`config.mk`:
```
export PLATFORM = sky130hd
export DESIGN_NAME = servo_pwm_decoder
export DESIGN_NICKNAME = d
export VERILOG_FILES = /design/src/rtl/servo_pkg.sv /design/src/rtl/pwm_in_sync.sv /design/src/rtl/servo_pwm_decoder.sv
export SDC_FILE = /design/constraint.sdc
export NUM_CORES = 1
export LEC_CHECK = 0
export BUFFER_PORTS_ARGS = -buffer_cell sky130_fd_sc_hd__buf_2
export CAP_MARGIN = 30
export CORE_ASPECT_RATIO = 1.2
export CORE_UTILIZATION = 43
export CTS_CLUSTER_DIAMETER = 50
export DETAILED_ROUTE_END_ITERATION = 10
export SLEW_MARGIN = 0
export SYNTH_ARGS = -nofsm -noshare
export SYNTH_HDL_FRONTEND = slang
export SYNTH_SLANG_ARGS = --single-unit
```
`constraint.sdc`:
```
create_clock -name clk -period 3.3 [get_ports clk]
set_clock_uncertainty 0.15 [all_clocks]
set_input_delay 0.33 -clock clk [delete_from_list [all_inputs] [get_ports clk]]
set_output_delay 0.33 -clock clk [all_outputs]
set_load 0.005 [all_outputs]
```
`src/rtl/servo_pkg.sv`:
```
// Shared servo pulse encoding constants and decoder state type.
// The pulse generator uses the same CLK_HZ / OFFSET / SHIFT defaults, so a
// duty code survives an encode/decode round trip unchanged.
package servo_pkg;

    localparam int SERVO_CLK_HZ       = 25_000_000;
    localparam int SERVO_OFFSET_CLKS  = 27_500;    // 1.1 ms at 25 MHz -> duty 0
    localparam int SERVO_SHIFT        = 6;         // 64 clocks per duty LSB
    localparam int SERVO_MIN_CLKS     = 12_500;    // 0.5 ms
    localparam int SERVO_MAX_CLKS     = 62_500;    // 2.5 ms
    localparam int SERVO_TIMEOUT_CLKS = 625_000;   // 25 ms without a good pulse

    localparam int SERVO_DUTY_W = 8;

    typedef enum logic [1:0] {
        WAIT_LOW = 2'd0,
        ARMED    = 2'd1,
        HIGH     = 2'd2
    } servo_dec_state_t;

    // Clamp a scaled pulse excess to the 8-bit duty range. The compare is
    // made on the full-width value so large excesses saturate instead of
    // wrapping.
    function automatic logic [SERVO_DUTY_W-1:0] duty_sat(input logic [31:0] code);
        if (code > 32'd255) begin
            return 8'd255;
        end
        return code[SERVO_DUTY_W-1:0];
    endfunction

endpackage

```
`src/rtl/pwm_in_sync.sv`:
```
// Synchronizer for a slow asynchronous input plus a registered edge detector.
// s_in is the synchronized level; rise/fall are one-cycle pulses registered
// one clock after s_in changes.
module pwm_in_sync #(
    parameter int   STAGES    = 2,
    // Reset level of the synchronizer chain. Resetting to 1 means an input
    // that is already high at reset release never produces a rise.
    parameter logic RESET_VAL = 1'b1
) (
    input  logic clk,
    input  logic rst,
    input  logic din,
    output logic s_in,
    output logic rise,
    output logic fall
);

    logic [STAGES-1:0] sync_reg;
    logic              s_in_d_reg;
    logic              rise_reg;
    logic              fall_reg;

    // Multi-flop synchronizer chain.
    always_ff @(posedge clk or posedge rst) begin
        if (rst) begin
            sync_reg <= {STAGES{RESET_VAL}};
        end else begin
            sync_reg <= {sync_reg[STAGES-2:0], din};
        end
    end

    assign s_in = sync_reg[STAGES-1];

    // Delayed copy of s_in and registered edge strobes.
    always_ff @(posedge clk or posedge rst) begin
        if (rst) begin
            s_in_d_reg <= RESET_VAL;
            rise_reg   <= 1'b0;
            fall_reg   <= 1'b0;
        end else begin
            s_in_d_reg <= s_in;
            rise_reg   <= s_in & ~s_in_d_reg;
            fall_reg   <= ~s_in & s_in_d_reg;
        end
    end

    assign rise = rise_reg;
    assign fall = fall_reg;

endmodule

```
`src/rtl/servo_pwm_decoder.sv`:
```
// RC servo pulse decoder: measures the high time of each pwm_in pulse,
// converts accepted widths to the 8-bit duty code
// (width = duty * 2^SHIFT + OFFSET_CLKS) and tracks link health.
module servo_pwm_decoder
    import servo_pkg::*;
#(
    parameter int CLK_HZ       = SERVO_CLK_HZ,
    parameter int OFFSET_CLKS  = SERVO_OFFSET_CLKS,
    parameter int SHIFT        = SERVO_SHIFT,
    parameter int MIN_CLKS     = SERVO_MIN_CLKS,
    parameter int MAX_CLKS     = SERVO_MAX_CLKS,
    parameter int TIMEOUT_CLKS = SERVO_TIMEOUT_CLKS
) (
    input  logic       clk,
    input  logic       rst,
    input  logic       en,
    input  logic       pwm_in,
    output logic [7:0] duty,
    output logic       duty_valid,
    output logic       err_pulse,
    output logic       link_ok
);

    // width_cnt must hold MAX_CLKS+1 (the overflow value); timeout_cnt
    // saturates at TIMEOUT_CLKS. Neither ever wraps.
    localparam int WIDTH_W = $clog2(MAX_CLKS + 2);
    localparam int TMO_W   = $clog2(TIMEOUT_CLKS + 1);

    localparam logic [WIDTH_W-1:0] OFFSET_W = WIDTH_W'(OFFSET_CLKS);
    localparam logic [WIDTH_W-1:0] MIN_W    = WIDTH_W'(MIN_CLKS);
    localparam logic [WIDTH_W-1:0] MAX_W    = WIDTH_W'(MAX_CLKS);
    localparam logic [TMO_W-1:0]   TMO_MAX  = TMO_W'(TIMEOUT_CLKS);

    logic s_in;
    logic rise;
    logic fall;

    servo_dec_state_t  state_reg, state_next;
    logic [WIDTH_W-1:0] width_cnt_reg, width_cnt_next;
    logic [TMO_W-1:0]   timeout_cnt_reg, timeout_cnt_next;
    logic [7:0]         duty_reg, duty_next;
    logic               duty_valid_reg, duty_valid_next;
    logic               err_pulse_reg, err_pulse_next;
    logic               link_ok_reg, link_ok_next;

    logic               accept;
    logic [WIDTH_W-1:0] excess;
    logic [WIDTH_W-1:0] scaled;
    logic [7:0]         eval_duty;

    pwm_in_sync #(
        .STAGES    (2),
        .RESET_VAL (1'b1)
    ) u_sync (
        .clk  (clk),
        .rst  (rst),
        .din  (pwm_in),
        .s_in (s_in),
        .rise (rise),
        .fall (fall)
    );

    // Width-to-duty conversion: subtract at counter width, shift, then
    // saturate before narrowing to 8 bits. Widths at or below the offset
    // map to duty 0.
    always_comb begin
        excess    = width_cnt_reg - OFFSET_W;
        scaled    = excess >> SHIFT;
        eval_duty = 8'd0;
        if (width_cnt_reg > OFFSET_W) begin
            eval_duty = duty_sat(32'(scaled));
        end
    end

    // Next-state, counter and output decisions for the pulse measurement FSM.
    always_comb begin
        state_next       = state_reg;
        width_cnt_next   = width_cnt_reg;
        timeout_cnt_next = timeout_cnt_reg;
        duty_next        = duty_reg;
        duty_valid_next  = 1'b0;
        err_pulse_next   = 1'b0;
        link_ok_next     = link_ok_reg;
        accept           = 1'b0;

        if (!en) begin
            // Disabled: drop any measurement in progress, keep duty.
            state_next       = WAIT_LOW;
            width_cnt_next   = '0;
            timeout_cnt_next = '0;
            link_ok_next     = 1'b0;
        end else begin
            if (timeout_cnt_reg != TMO_MAX) begin
                timeout_cnt_next = timeout_cnt_reg + 1'b1;
            end

            case (state_reg)
                WAIT_LOW: begin
                    // Only arm once the line is low so a partial pulse
                    // is never measured.
                    if (!s_in) begin
                        state_next = ARMED;
                    end
                end
                ARMED: begin
                    if (rise) begin
                        width_cnt_next = {{(WIDTH_W-1){1'b0}}, 1'b1};
                        state_next     = HIGH;
                    end
                end
                HIGH: begin
                    if (fall) begin
                        state_next = ARMED;
                        if (width_cnt_reg < MIN_W) begin
                            err_pulse_next = 1'b1;
                        end else begin
                            accept    = 1'b1;
                            duty_next = eval_duty;
                        end
                    end else if (width_cnt_reg == MAX_W) begin
                        // Count would reach MAX+1: pulse too long.
                        width_cnt_next = width_cnt_reg + 1'b1;
                        err_pulse_next = 1'b1;
                        state_next     = WAIT_LOW;
                    end else begin
                        width_cnt_next = width_cnt_reg + 1'b1;
                    end
                end
                default: begin
                    state_next = WAIT_LOW;
                end
            endcase

            if (timeout_cnt_next == TMO_MAX) begin
                link_ok_next = 1'b0;
            end

            // An accepted pulse overrides a coincident timeout expiry.
            if (accept) begin
                duty_valid_next  = 1'b1;
                link_ok_next     = 1'b1;
                timeout_cnt_next = '0;
            end
        end
    end

    // State, counters and registered outputs.
    always_ff @(posedge clk or posedge rst) begin
        if (rst) begin
            state_reg       <= WAIT_LOW;
            width_cnt_reg   <= '0;
            timeout_cnt_reg <= '0;
            duty_reg        <= 8'd0;
            duty_valid_reg  <= 1'b0;
            err_pulse_reg   <= 1'b0;
            link_ok_reg     <= 1'b0;
        end else begin
            state_reg       <= state_next;
            width_cnt_reg   <= width_cnt_next;
            timeout_cnt_reg <= timeout_cnt_next;
            duty_reg        <= duty_next;
            duty_valid_reg  <= duty_valid_next;
            err_pulse_reg   <= err_pulse_next;
            link_ok_reg     <= link_ok_next;
        end
    end

    assign duty       = duty_reg;
    assign duty_valid = duty_valid_reg;
    assign err_pulse  = err_pulse_reg;
    assign link_ok    = link_ok_reg;

endmodule
```
==> impl_metrics.ini <==
[outcome]
status = finished, final reports clean

[final_layout]
layout_common_cells = 51 x nor2_1, 51 x dfrtp_1, 40 x nand2_1
stdcell_count = 454
diodes = 0
final_nets = 371
largest_reg_flops = 20
area_delta_synth_final_pct = 5.12
drive_gt1_share_pct = 13.5

[min_path]
hold_depth = 0
hold_path_end = u_sync.sync_reg[1]
hp-start = u_sync.sync_reg[0]
hold_class = flip-flop to flip-flop

[setup_path]
crit_chain = ha_1 -> nand4_4 -> or2_1 -> nor2_1 -> mux2i_1 -> nand4_1 -> o311a_1
critPathTopFamily = simple AND/OR/NAND/NOR gates
reg2regPathDepth = 7
critPathKind = flip-flop to flip-flop
crit_slowest_cell = dfrtp_1
slowest_delay_ns = 0.47
cp_data_required_time_ns = 3.33
timing.rr.end = link_ok
cp_max_fo = 8
path_buf_inv = 0
rrSetupSlack_ns = 0.79
cp-end-kind = flip-flop
worstPathArrival_ns = 2.55
r2r-start = timeout_cnt_reg[0]
worstSetupStartpointType = flip-flop

[synth]
synth_top_area_cell = dfrtp_1
yosysWarnings = 0
synth_cells = 359
synthArstFlopShare_pct = 100
avgSynthCellArea_sq_um = 9.06
ys_types = 66
synth_area_leaders = dfrtp_1 39%, nor2_1 5.9%, xnor2_1 5.7%
ys_dominant_reg_cell = dfrtp_1
ys_seq_area_share_pct = 41.7
syn-cell-area_sq_um = 3250
synth.ff_latch_count = 54
yosysTopAreaCellShare_pct = 39.2
syn_nets = 367
synth_edf_count = 0

[pwr]
power_switching_uw = 267
fin_total_pwr_mw = 1.18
power.leakage_nw = 1.45
p_per_area_nw_per_um2 = 346
clkPwrFrac_pct = 37.0
pwr-share-comb_pct = 5.0
p_int_uw = 915
peakVddDrop_v = 0.000186
power_frac_seq_pct = 58.0
sw_frac_of_total_pct = 22.6

[timing]
finalSetupTns_ns = 0
setup_ws_ns = 0.786
rsz0062_at_grt = false
maxSlewHeadroom_pct = 56.4
hold_viol = 0
fin_crit_ns = 2.51
setup_viol = 0
min_period_over_period_pct = 76.2
fmax_mhz = 398
worstMarginPinSlew_ns = 0.652
slew_violations = 0

[clock_network]
cts_buffers = 5
cts_setup_buffers = 0
hold_buffers = 2
path_clk_slew_ns = 0.09
cts_root_buf = clkbuf_8
cts_sinks = 54
htreeDepth = 2
cts_tree = built
clockBufferDepth = 2
post_cts_resized = 0
clk_latency_ns = 0.30

[die]
row_count = 34
die_area_sq_um = 7920
die_w_microns = 81.4
io_pins = 15
core-area_sq_um = 7270
die_y_microns = 97.3
start_util_pct = 44.7

[global_route]
grt_pass1_wl_microns = 11100
grt-ovfl-total = 0
grt_max_degree = 33
grt_usage_pct = 17.9
antenna_found_initial = 0
grt_pass1_vias = 2344

[detailed_routing]
routedWlPerCell_microns = 13.8
ant_nets = 0
avgViaCountPerCell = 5.29
first_pass_iters = 4
wl_microns = 6280
drt-initial-drc-count = 142
via_count = 2401
drc = 0

[place]
place_inst = 444
place_ws_ns = 0.812
place_congestion = 0.810
dp_hpwl_microns = 4630
portBuffers = 14

[job]
max_cap_violations = 0
==> cell families after synthesis <==
logic type / after synthesis / synth area share (%)
simple gates: 170 / 28.4
compound gates: 58 / 11.3
flops: 54 / 41.7
xor+xnor: 35 / 9.42
buf+inv: 35 / 6.65
fa+ha+maj: 4 / 1.54
mux: 3 / 1.04
==> through the flow <==
stage,area (sq um),hold slack (ns),util (%)
detailed placement,3290,0.197,45.2
CTS,3420,0.203,47.0
global route,3420,0.209,47.0
finish,3420,0.210,47.0
global placement,3290,0.198,45.2
floorplan,3250,0.184,-
==> worst max path at each step <==
stage,from,to,slack (ns),cells after the start
2_1_floorplan,timeout_cnt_reg[0],link_ok,1.07,8
3_3_place_gp,timeout_cnt_reg[0],link_ok,0.92,7
3_5_place_dp,timeout_cnt_reg[0],link_ok,0.81,7
4_1_cts,timeout_cnt_reg[0],link_ok,0.77,7
5_1_grt,timeout_cnt_reg[0],link_ok,0.61,7
6_report,timeout_cnt_reg[0],link_ok,0.79,7
==> final cells by class <==
class                      count  area (sq um)
fill                         718          3850
multi-input combinational    270          1680
sequential                    54          1360
timing repair buffer          19           113
tap                           90           113
clock buffer                   5          68.8
inverter                      13          48.8
clock inverter                 3          40.0
==> routing by layer <==
metal,up-vias,GRT usage (%),routed length (microns)
met3,6,3.10,159
met1,1135,23.0,2770
met5,-,0,0
li1,1230,-,-
met4,0,5.22,57
met2,30,30.0,3280
==> power groups by stage <==
stage	combinational (mW)	sequential (mW)	clock (mW)
finish	0.0588	0.686	0.438
global route	0.0694	0.688	0.493
CTS	0.0616	0.686	0.457
detailed placement	0.0598	0.699	0
global placement	0.0592	0.698	0
floorplan	0.0477	0.694	0
==> cell usage after synthesis, types with 4 or more instances <==
cell type,n
xnor2_1,21
o21ai_0,12
nand2_1,40
a31oi_1,4
nand4_1,6
ha_1,4
buf_6,4
a21oi_1,12
inv_1,12
and3_1,4
buf_2,5
nor2b_1,4
nor2_1,51
xor2_1,14
o21ai_1,9
dfrtp_1,51
nor3_1,9
nand3_1,16
clkbuf_1,5
nand2b_1,4
(Power assumes the default switching activity.)
